### config.mk
export PLATFORM = sky130hd
export DESIGN_NAME = acc_sequencer_flat
export DESIGN_NICKNAME = d
export VERILOG_FILES = /design/src/rtl/acc_sequencer_if.sv /design/src/rtl/acc_sequencer.sv /design/src/flat_wrapper.sv
export SDC_FILE = /design/constraint.sdc
export NUM_CORES = 1
export LEC_CHECK = 0
export BUFFER_PORTS_ARGS = -buffer_cell sky130_fd_sc_hd__buf_4
export CELL_PAD_IN_SITES_DETAIL_PLACEMENT = 0
export CELL_PAD_IN_SITES_GLOBAL_PLACEMENT = 1
export CORE_MARGIN = 4
export CORE_UTILIZATION = 34
export DETAILED_ROUTE_END_ITERATION = 8
export PLACE_DENSITY = 0.85
export RECOVER_POWER = 50
export SLEW_MARGIN = 20
export SYNTH_ARGS = -nofsm -noshare
export SYNTH_HDL_FRONTEND = slang
export SYNTH_SLANG_ARGS = --single-unit
### constraint.sdc
create_clock -name clk -period 2.4 [get_ports clk]
set_input_delay 0 -clock clk [delete_from_list [all_inputs] [get_ports clk]]
set_output_delay 0 -clock clk [all_outputs]
set_load 0.01 [all_outputs]
### src/rtl/acc_sequencer_if.sv
// rtl/acc_sequencer_if.sv - signal bundle between acc_sequencer and its host, RAM, accelerator and output buffer
//
// Purpose: groups the host control, feature-map RAM read port, accelerator
// control/result signals and output-buffer write port into one interface.
// The sequencer connects through the master modport. The environment side
// (host, RAM, accelerator, buffer) connects through the slave modport.
//
// Signals:
//   start      host -> seq   begin a layer run
//   act_rd     seq  -> RAM   feature-map read strobe
//   act_addr   seq  -> RAM   feature-map read address (AW bits)
//   acc_ce     seq  -> acc   accelerator clock-enable
//   acc_rst    seq  -> acc   accelerator datapath reset, active-high
//   filt_idx   seq  -> acc   weight-bank select (FW bits)
//   acc_valid  acc  -> seq   pooled result valid
//   acc_end    acc  -> seq   pass complete
//   acc_data   acc  -> seq   pooled result (32 bits)
//   out_we     seq  -> buf   output buffer write enable
//   out_addr   seq  -> buf   output buffer address (OW bits)
//   out_data   seq  -> buf   output buffer write data (32 bits)
//   busy       seq  -> host  run in progress
//   done       seq  -> host  one-cycle end-of-run pulse
//   err        seq  -> host  sticky error flag
interface acc_sequencer_if #(
   parameter int AW = 7,
   parameter int OW = 6,
   parameter int FW = 2
);
   logic          start;
   logic          act_rd;
   logic [AW-1:0] act_addr;
   logic          acc_ce;
   logic          acc_rst;
   logic [FW-1:0] filt_idx;
   logic          acc_valid;
   logic          acc_end;
   logic [31:0]   acc_data;
   logic          out_we;
   logic [OW-1:0] out_addr;
   logic [31:0]   out_data;
   logic          busy;
   logic          done;
   logic          err;

   modport master (
      input  start, acc_valid, acc_end, acc_data,
      output act_rd, act_addr, acc_ce, acc_rst, filt_idx,
             out_we, out_addr, out_data, busy, done, err
   );

   modport slave (
      output start, acc_valid, acc_end, acc_data,
      input  act_rd, act_addr, acc_ce, acc_rst, filt_idx,
             out_we, out_addr, out_data, busy, done, err
   );
endinterface

### src/rtl/acc_sequencer.sv
// rtl/acc_sequencer.sv - layer sequencer running the conv/relu/pool accelerator once per filter
//
// Purpose: on an accepted start, runs NUM_FILTERS passes. Each pass does the
// following in order:
//   - clears the datapath (2 cycles, acc_rst high);
//   - streams the N*N activation map from a 1-cycle-latency RAM;
//   - keeps the datapath enabled until acc_end arrives;
//   - writes each pooled result to the output buffer at
//     filt_idx*OPF + out_cnt.
// The run ends with a one-cycle done pulse. Protocol problems set the
// sticky err flag: too many results, too few results, or a drain timeout.
//
// Ports:
//   clk         rising-edge clock
//   global_rst  synchronous active-low reset (also forces acc_rst high directly)
//   bus         acc_sequencer_if master modport (see interface for signal list)
module acc_sequencer #(
   parameter int N           = 10,
   parameter int K           = 3,
   parameter int P           = 2,
   parameter int NUM_FILTERS = 4,
   parameter int TIMEOUT     = 256
) (
   input  logic            clk,
   input  logic            global_rst,
   acc_sequencer_if.master bus
);
   localparam int NPIX = N * N;
   localparam int OPF  = ((N - K + 1) / P) * ((N - K + 1) / P);
   localparam int AW   = $clog2(NPIX);
   localparam int OW   = $clog2(NUM_FILTERS * OPF);
   localparam int FW   = (NUM_FILTERS > 1) ? $clog2(NUM_FILTERS) : 1;
   // out_cnt must be able to hold OPF itself so that an extra result is detectable
   localparam int CW   = $clog2(OPF + 1);
   localparam int TW   = $clog2(TIMEOUT + 1);

   localparam logic [AW-1:0] LAST_PIX  = AW'(NPIX - 1);
   localparam logic [FW-1:0] LAST_FILT = FW'(NUM_FILTERS - 1);
   localparam logic [CW-1:0] OPF_C     = CW'(OPF);
   localparam logic [TW-1:0] TMO_C     = TW'(TIMEOUT);

   typedef enum logic [2:0] {
      S_IDLE,
      S_CLEAR,
      S_STREAM,
      S_DRAIN,
      S_NEXT,
      S_DONE
   } state_t;

   state_t        state_q, state_d;
   logic          clr_cnt_q, clr_cnt_d;
   logic [AW-1:0] pix_cnt_q, pix_cnt_d;
   logic [CW-1:0] out_cnt_q, out_cnt_d;
   logic [TW-1:0] tmo_cnt_q, tmo_cnt_d;
   logic [FW-1:0] filt_idx_q, filt_idx_d;
   logic          err_q, err_d;
   logic          acc_ce_q, acc_ce_d;
   logic          acc_rst_q, acc_rst_d;
   logic          capture;
   logic          out_we_c;
   logic [OW-1:0] out_addr_c;

   always_comb begin
      state_d    = state_q;
      clr_cnt_d  = 1'b0;
      pix_cnt_d  = pix_cnt_q;
      out_cnt_d  = out_cnt_q;
      tmo_cnt_d  = tmo_cnt_q;
      filt_idx_d = filt_idx_q;
      err_d      = err_q;
      out_we_c   = 1'b0;
      out_addr_c = OW'(32'(filt_idx_q) * OPF + 32'(out_cnt_q));

      // Results are accepted only while the datapath is live (STREAM/DRAIN).
      // The write is a same-cycle pass-through of acc_valid. A result beyond
      // OPF is dropped rather than spilling into the next filter's region.
      capture = (state_q == S_STREAM) || (state_q == S_DRAIN);
      if (capture && bus.acc_valid) begin
         if (out_cnt_q != OPF_C) begin
            out_we_c  = 1'b1;
            out_cnt_d = out_cnt_q + 1'b1;
         end else begin
            err_d = 1'b1;
         end
      end

      case (state_q)
         S_IDLE: begin
            if (bus.start) begin
               state_d    = S_CLEAR;
               filt_idx_d = '0;
               err_d      = 1'b0;
            end
         end
         S_CLEAR: begin
            pix_cnt_d = '0;
            out_cnt_d = '0;
            tmo_cnt_d = '0;
            if (clr_cnt_q) begin
               state_d = S_STREAM;
            end else begin
               clr_cnt_d = 1'b1;
            end
         end
         S_STREAM: begin
            // Hold the address at the last pixel so act_addr does not wrap.
            if (pix_cnt_q == LAST_PIX) begin
               state_d = S_DRAIN;
            end else begin
               pix_cnt_d = pix_cnt_q + 1'b1;
            end
         end
         S_DRAIN: begin
            tmo_cnt_d = tmo_cnt_q + 1'b1;
            // acc_end wins over a timeout landing in the same cycle.
            if (bus.acc_end) begin
               state_d = S_NEXT;
            end else if (tmo_cnt_d == TMO_C) begin
               err_d   = 1'b1;
               state_d = S_DONE;
            end
         end
         S_NEXT: begin
            if (out_cnt_q != OPF_C) begin
               err_d = 1'b1;
            end
            if (filt_idx_q == LAST_FILT) begin
               state_d = S_DONE;
            end else begin
               filt_idx_d = filt_idx_q + 1'b1;
               state_d    = S_CLEAR;
            end
         end
         S_DONE: begin
            state_d = S_IDLE;
         end
         default: begin
            state_d = S_IDLE;
         end
      endcase

      // RAM data lags act_rd by one cycle, so the datapath is enabled one
      // cycle after each read. It then stays enabled for the whole drain.
      acc_ce_d  = (state_q == S_STREAM) || (state_d == S_DRAIN);
      acc_rst_d = (state_d == S_CLEAR);
   end

   always_ff @(posedge clk) begin
      if (!global_rst) begin
         state_q    <= S_IDLE;
         clr_cnt_q  <= 1'b0;
         pix_cnt_q  <= '0;
         out_cnt_q  <= '0;
         tmo_cnt_q  <= '0;
         filt_idx_q <= '0;
         err_q      <= 1'b0;
         acc_ce_q   <= 1'b0;
         acc_rst_q  <= 1'b0;
      end else begin
         state_q    <= state_d;
         clr_cnt_q  <= clr_cnt_d;
         pix_cnt_q  <= pix_cnt_d;
         out_cnt_q  <= out_cnt_d;
         tmo_cnt_q  <= tmo_cnt_d;
         filt_idx_q <= filt_idx_d;
         err_q      <= err_d;
         acc_ce_q   <= acc_ce_d;
         acc_rst_q  <= acc_rst_d;
      end
   end

   assign bus.act_rd   = (state_q == S_STREAM);
   assign bus.act_addr = pix_cnt_q;
   assign bus.acc_ce   = acc_ce_q;
   // The datapath is held in reset together with the sequencer, without
   // waiting for a clock edge.
   assign bus.acc_rst  = acc_rst_q | ~global_rst;
   assign bus.filt_idx = filt_idx_q;
   assign bus.out_we   = out_we_c;
   assign bus.out_addr = out_addr_c;
   assign bus.out_data = bus.acc_data;
   assign bus.busy     = (state_q != S_IDLE);
   assign bus.done     = (state_q == S_DONE);
   assign bus.err      = err_q;
endmodule

### src/flat_wrapper.sv
// flat-port wrapper written by rule: the top's interface ports become plain ports
module acc_sequencer_flat 
#(
   parameter int N           = 10,
   parameter int K           = 3,
   parameter int P           = 2,
   parameter int NUM_FILTERS = 4,
   parameter int TIMEOUT     = 256
)
  (clk, global_rst, bus_start, bus_acc_valid, bus_acc_end, bus_acc_data, bus_act_rd, bus_act_addr, bus_acc_ce, bus_acc_rst, bus_filt_idx, bus_out_we, bus_out_addr, bus_out_data, bus_busy, bus_done, bus_err);
  acc_sequencer_if #(.AW(($clog2((N * N)))), .OW(($clog2((4) * (((N - K + 1) / P) * ((N - K + 1) / P))))), .FW((((4) > 1) ? $clog2((4)) : 1))) bus_i ();
  input  logic clk;
  input  logic global_rst;
  input wire logic [$bits(bus_i.start)-1:0] bus_start;
  input wire logic [$bits(bus_i.acc_valid)-1:0] bus_acc_valid;
  input wire logic [$bits(bus_i.acc_end)-1:0] bus_acc_end;
  input wire logic [$bits(bus_i.acc_data)-1:0] bus_acc_data;
  output wire logic [$bits(bus_i.act_rd)-1:0] bus_act_rd;
  output wire logic [$bits(bus_i.act_addr)-1:0] bus_act_addr;
  output wire logic [$bits(bus_i.acc_ce)-1:0] bus_acc_ce;
  output wire logic [$bits(bus_i.acc_rst)-1:0] bus_acc_rst;
  output wire logic [$bits(bus_i.filt_idx)-1:0] bus_filt_idx;
  output wire logic [$bits(bus_i.out_we)-1:0] bus_out_we;
  output wire logic [$bits(bus_i.out_addr)-1:0] bus_out_addr;
  output wire logic [$bits(bus_i.out_data)-1:0] bus_out_data;
  output wire logic [$bits(bus_i.busy)-1:0] bus_busy;
  output wire logic [$bits(bus_i.done)-1:0] bus_done;
  output wire logic [$bits(bus_i.err)-1:0] bus_err;
  assign bus_i.start = bus_start;
  assign bus_i.acc_valid = bus_acc_valid;
  assign bus_i.acc_end = bus_acc_end;
  assign bus_i.acc_data = bus_acc_data;
  assign bus_act_rd = bus_i.act_rd;
  assign bus_act_addr = bus_i.act_addr;
  assign bus_acc_ce = bus_i.acc_ce;
  assign bus_acc_rst = bus_i.acc_rst;
  assign bus_filt_idx = bus_i.filt_idx;
  assign bus_out_we = bus_i.out_we;
  assign bus_out_addr = bus_i.out_addr;
  assign bus_out_data = bus_i.out_data;
  assign bus_busy = bus_i.busy;
  assign bus_done = bus_i.done;
  assign bus_err = bus_i.err;
  acc_sequencer #(.N(N), .K(K), .P(P), .NUM_FILTERS(NUM_FILTERS), .TIMEOUT(TIMEOUT)) u_core (.clk(clk), .global_rst(global_rst), .bus(bus_i));
endmodule
==> results of run 1 <==
==> state kept, by name, summed over array words and instances (netlist names) <==
name and cells:
u_core.acc_rst_q 1, u_core.bus.acc_ce 1, u_core.bus.act_addr 7, u_core.bus.err 1, u_core.bus.filt_idx 2, u_core.out_cnt_q 5, u_core.state_q 3, u_core.clr_cnt_q 1
u_core.tmo_cnt_q 9
==> power by group through the flow <==
stage                     combinational [W]  sequential, W  clock [W]
after detailed placement          0.0000868       0.000528          0
after CTS                         0.0000872       0.000517   0.000427
after global routing              0.0000962       0.000518   0.000452
after floorplan                    0.000116       0.000522          0
after global placement            0.0000860       0.000527          0
final                             0.0000861       0.000517   0.000412
==> worst register-to-register path, cell delays in order (launching register included) <==
cell     delay [ns]
dfxtp_1        0.56
xnor2_1        0.19
a311o_1        0.44
or3b_1         0.40
a21oi_1        0.11
==> worst max-delay path by stage <==
stage                                                   start                             endpoint  slack, ns  cells after the start
after floorplan           u_core.bus.act_addr[0]$_SDFFE_PN0P_  u_core.bus.act_addr[0]$_SDFFE_PN0P_       0.73                      5
after global placement    u_core.bus.act_addr[0]$_SDFFE_PN0P_  u_core.bus.act_addr[0]$_SDFFE_PN0P_       0.70                      5
after detailed placement         u_core.state_q[0]$_SDFF_PN0_  u_core.bus.act_addr[0]$_SDFFE_PN0P_       0.65                      4
after CTS                        u_core.state_q[0]$_SDFF_PN0_  u_core.bus.act_addr[0]$_SDFFE_PN0P_       0.64                      4
after global routing             u_core.state_q[0]$_SDFF_PN0_  u_core.bus.act_addr[0]$_SDFFE_PN0P_       0.52                      4
final                            u_core.state_q[0]$_SDFF_PN0_  u_core.bus.act_addr[0]$_SDFFE_PN0P_       0.63                      4
==> cells in the final DEF (no fill, tap or decap), drive strengths merged, types with 4 or more instances in the layout <==
cell / instances
dfxtp: 30
nor2: 20
buf: 18
clkbuf: 17
a21oi: 15
o21ai: 12
nand2: 9
nand3: 9
nor3: 7
inv: 6
ha: 6
xor2: 5
xnor2: 5
nand2b: 4
or4: 4
==> metal layers <==
layer  vias up  part of all wire  wire length [um]  track usage
li1        722                 -                 -            -
met1       658              0.48              1800        0.143
met2        39              0.42              1590        0.179
met3         7             0.084               317       0.0510
met4         0             0.018                68       0.0676
met5         -                 0                 0            0
==> area by class of cell <==
type | instances | area (um^2) | area share
clock buffers | 7 | 86.3 | 0.0463
clock inverters | 1 | 5.00 | 0.00268
repair buffers | 28 | 173 | 0.0926
flip-flops and latches | 30 | 601 | 0.322
inverters | 6 | 22.5 | 0.0121
well taps | 70 | 87.6 | 0.0469
multi-input cells | 141 | 891 | 0.478
==> per-stage QoR <==
stage,std cells,hold slack [ns],worst slack [ns],util,area [um^2]
finish,283,0.00000443,0.632,0.363,1870
global route,283,0.0000151,0.524,0.363,1870
CTS,283,0.0000686,0.636,0.370,1900
detailed placement,275,0.0000686,0.654,0.352,1810
global placement,275,0.0000686,0.703,0.352,1810
floorplan,220,0.0744,0.731,-,1810
==> cell families (layout without fill, tap and decap cells) <==
family | count (synthesis) | count (layout) | synth area share
muxes | 4 | 4 | 0.0235
DFF | 30 | 30 | 0.331
buffers and inverters | 49 | 42 | 0.177
adders and majority gates | 6 | 6 | 0.0414
xor gates and xnor gates | 10 | 10 | 0.0483
AOI/OAI and AO/OA | 42 | 42 | 0.139
and+or+nand+nor | 79 | 79 | 0.239
==> metrics.txt, run 1 <==
result of the run complete, no violations; yosys synthesis warning count 0; critical path's largest stage delay 0.56 ns; CTS H-tree lvls 2; number of cells on the worst hold path 0; Worst R2R Path Depth 4; endpoint of the lowest-slack register-to-register path u_core.bus.act_addr[0]$_SDFFE_PN0P_; internal power summed over all cells 0.000772 W; 1st-pass router iterations 4; quantity of gates resized following cts 0; kind of start point of the critical path flip-flop; cell area after synthesis 1810 um^2; number of setup violations in the final report 0; reg-to-reg startpoint u_core.state_q[0]$_SDFF_PN0_; Buf+Inv Stages, Crit Path 0; detail-routed net length per standard cell 13.3 um; slew margin rel. 0.646; net count reported at finish 255; Post-route DRC 0; Synthesized Nets 263; switching share of power 0.239; RSZ-0062 raised after global routing no; cell with the most instances after synthesis buf_4; maximum root-to-sink buffer count 2; area inside the core boundary 5140 um^2; share of power burned in the clock network 0.406; floorplan die height 81.0 um; most area-consuming cells after synthesis dfxtp_1 33%, buf_4 15%, a21oi_1 4.1%, ha_1 4.1%, nor2_1 4.1%; part of the total power dissipated in sequential elements 0.509; aggregate global routing overflow 0; Worst Max-Slew Pin Slew 0.531 ns; global-route total usage across every layer 0.120; number of enable flip-flop cells after synthesis 0; Top delay family on crit path flip-flops; Vias per Instance 5.04; total of flip-flops plus latches after synthesis 30; number of buffers inserted during clock tree synthesis 5; count of filler cells inserted in the layout 565; initial antenna violation count 0; ys flop type dfxtp_1; total chip power 0.00101 W; Buffers on Ports 26; via count of the first global-routing pass 1,276; share of power burned in combinational logic 0.085; part of the cycle the worst path needs 0.737; clock slew at reported path FFs 0.06 ns; clock tree from TritonCTS yes; die outline width 81.0 um; number of top-level pins 91; DRT iter0 DRCs 72; post-synthesis instance total 220; vias post-DR 1,426; CTS Hold Buffers Added 0; path category of the worst min-delay check in -> out; wire length of the first global-routing pass 5.98 mm; insertion delay of the later-clocked pin in the worst-skew pair 0.28 ns; maximum fanout along the worst path 12; slowest library cell on the worst path dfxtp_1; Post-CTS Repair Setup Buffers 0; final-layout setup total negative slack 0 ns; hold worst-path end bus_out_data[0]; IR drop worst, VDD 0.172 mV; Worst Clk Skew 0.00516 ns; number of pins with negative max-slew slack in the final report 0; number of antenna repair diodes 0; standard-cell rows 26; final wirelength 3.77 mm; final period demand of the worst path 1.77 ns; r2r setup slk 0.63 ns; weighted congestion reported at the end of routability-driven placement 0.811; Pwr per Cell Area 544 nW/um^2; number of distinct standard cells referenced by the synthesized netlist 44; cell taking the most area after synthesis dfxtp_1; initial standard-cell utilization of the core 0.353; max-cap check violation count 0; capturing element type of the critical path flip-flop; Post-DP HPWL 2.74 mm; CP arrival 1.98 ns; critical-path cell list xnor2_1, a311o_1, or3b_1, a21oi_1; antenna violation net count after detailed routing 0; leakage 0.683 nW; Hold Vio Cnt, Final 0; Yosys top cell area share 0.331; number of clock sinks 30; average cell area after synthesis 8.24 um^2; largest net degree at the start of global routing 18; worst hold start bus_acc_data[0]; sequential share of the synthesized area 0.331; share of async-settable or async-resettable flops after synthesis 0; max frequency 0.566 GHz; share of post-route cells with drive strength above 1 0.136; Switching Power 0.000242 W; CP Data Required Time 2.61 ns; post-synthesis to final-layout area growth 2.90%; Clock Tree Root clkbuf_8; Setup Crit Path Kind reg -> reg; cell types with the highest counts after synthesis 36 x buf_4, 30 x dfxtp_1, 20 x nor2_1, 15 x a21oi_1, 12 x o21ai_0; die footprint 6560 um^2
Note: power is estimated with default switching activity, not from simulation.
==> inputs of run 2 (changes only) <==
CORE_UTILIZATION = 29   (was 34)
PLACE_DENSITY = 0.78   (was 0.85)
clock period = 1.5 ns   (was 2.4 ns; I/O delays follow)
==> metrics.txt, run 2 (synthesis results as in run 1) <==
slew margin rel. 0.695 (was 0.646); number of clock sinks 30 (unchanged); CP Data Required Time 1.71 ns (was 2.61 ns); most common cell after layout, fill and taps aside buf_4 (was dfxtp_1); number of buffers inserted during clock tree synthesis 5 (unchanged); part of the cycle the worst path needs 1.02 (was 0.737); leakage 0.881 nW (was 0.683 nW); Worst R2R Path Depth 5 (was 4); Pwr per Cell Area 738 nW/um^2 (was 544 nW/um^2); weighted congestion reported at the end of routability-driven placement 0.810 (was 0.811); count of filler cells inserted in the layout 629 (was 565); floorplan die height 87.1 um (was 81.0 um); Clock Tree Root clkbuf_8 (unchanged); total chip power 0.00166 W (was 0.00101 W); RSZ-0062 raised after global routing yes (was no); violated checks negative setup slack; wire length of the first global-routing pass 7.02 mm (was 5.98 mm); result of the run finished, violations left (was complete, no violations); Worst Clk Skew 0.00587 ns (was 0.00516 ns); die footprint 7580 um^2 (was 6560 um^2); Worst Max-Slew Pin Slew 0.452 ns (was 0.531 ns); die outline width 87.1 um (was 81.0 um); capturing element type of the critical path flip-flop (unchanged); max frequency 0.655 GHz (was 0.566 GHz); antenna violation net count after detailed routing 0 (unchanged); commonest non-fill, non-tap cells in the layout 53 x buf_4, 21 x dfxtp_1, 20 x nor2_1 (was 30 x dfxtp_1, 20 x nor2_1, 18 x buf_4); final wirelength 4.22 mm (was 3.77 mm); via count of the first global-routing pass 1,544 (was 1,276); CTS H-tree lvls 2 (unchanged); IR drop worst, VDD 0.356 mV (was 0.172 mV); Sequential cell area 619 um^2 (was 601 um^2); initial antenna violation count 0 (unchanged); number of cells on the worst hold path 0 (unchanged); DRT iter0 DRCs 53 (was 72); CP arrival 1.73 ns (was 1.98 ns); share of post-route cells with drive strength above 1 0.351 (was 0.136); max reg flops 9 (unchanged); number of setup violations in the final report 1 (was 0); vias post-DR 1,541 (was 1,426); Post-DP HPWL 3.14 mm (was 2.74 mm); area inside the core boundary 5990 um^2 (was 5140 um^2); net count reported at finish 288 (was 255); initial standard-cell utilization of the core 0.303 (was 0.353); number of top-level pins 91 (unchanged); Setup Crit Path Kind reg -> reg (unchanged); number of antenna repair diodes 0 (unchanged); Vias per Instance 4.82 (was 5.04); largest net degree at the start of global routing 16 (was 18); global-route total usage across every layer 0.117 (was 0.120); maximum fanout along the worst path 6 (was 12); final period demand of the worst path 1.53 ns (was 1.77 ns); r2r setup slk -0.03 ns (was 0.63 ns); Final Util 0.375 (was 0.363); Reg with most FFs u_core.tmo_cnt_q (unchanged); aggregate global routing overflow 0 (unchanged); maximum root-to-sink buffer count 2 (unchanged); clock tree from TritonCTS yes (unchanged); 1st-pass router iterations 4 (unchanged); standard-cell rows 28 (was 26); final worst slack -0.0262 ns (was 0.632 ns); path category of the worst min-delay check in -> out (unchanged); clock slew at reported path FFs 0.06 ns (about the same); post-synthesis to final-layout area growth 23.9% (was 2.90%); number of pins with negative max-slew slack in the final report 0 (unchanged); insertion delay of the later-clocked pin in the worst-skew pair 0.28 ns (about the same); Post-route DRC 0 (unchanged); detail-routed net length per standard cell 13.2 um (was 13.3 um); kind of start point of the critical path flip-flop (unchanged); Buffers on Ports 26 (unchanged); max-cap check violation count 0 (unchanged); Hold Vio Cnt, Final 0 (unchanged); area used by multi-input combinational logic 982 um^2 (was 891 um^2)
## run 2: final cells by class
type                            count  share of cell area
Tap cell                           75              0.0418
Clock buffer                        7              0.0384
Timing Repair Buffer               61               0.197
Sequential cell                    30               0.276
Multi-Input combinational cell    141               0.437
Inverter                            6              0.0100
## run 2: metal layers
layer	up-vias	wire length, um	part of all wire	GRT usage
met5	-	0	0	0
li1	783	-	-	-
met3	10	218	0.052	0.0312
met1	715	2170	0.51	0.160
met2	33	1770	0.42	0.169
met4	0	63	0.015	0.0567
## run 2: critical path, cell delays in order, from the launching register on
cell	delay, ns
dfxtp_4	0.35
ha_4	0.15
and2_4	0.15
a311o_1	0.32
or3b_1	0.36
a21oi_1	0.13
## run 2: stage by stage
stage	hold WS (ns)	worst slack, ns	TNS (ns)	instance area, um^2	instances
floorplan	0.0744	-0.0175	-0.0175	1840	220
global placement	0.0000686	-0.153	-0.259	2070	311
detailed placement	0.0000686	-0.151	-0.268	2070	311
CTS	0.0000686	-0.0393	-0.0623	2190	320
global route	0.0000151	-0.0828	-0.194	2250	320
finish	0.00000379	-0.0262	-0.0262	2250	320
## run 2: timing repair
item / in CTS / in global routing
hold buffers: 1 / 0
pin swaps: 1 / 4
hold endpoints to repair: 1 / 0
setup endpoints to repair: 8 / 14
resized for setup: 3 / 21
buffers inserted: 1 / 0
## run 2: path summary, 6_finish.rpt
check | startpoint | end
max reg2reg | u_core.bus.act_addr[1]$_SDFFE_PN0P_ | u_core.bus.act_addr[0]$_SDFFE_PN0P_
min reg2reg | u_core.tmo_cnt_q[6]$_SDFFE_PN0P_ | u_core.tmo_cnt_q[6]$_SDFFE_PN0P_
max | u_core.bus.act_addr[1]$_SDFFE_PN0P_ | u_core.bus.act_addr[0]$_SDFFE_PN0P_
min | bus_acc_data[18] | bus_out_data[18]
## run 2: power breakdown
| group | internal, W | total [W] | switching, W |
|---|---|---|---|
| Sequential | 0.000808 | 0.000823 | 0.0000156 |
| Combinational | 0.0000893 | 0.000182 | 0.0000931 |
| Clock | 0.000363 | 0.000652 | 0.000288 |
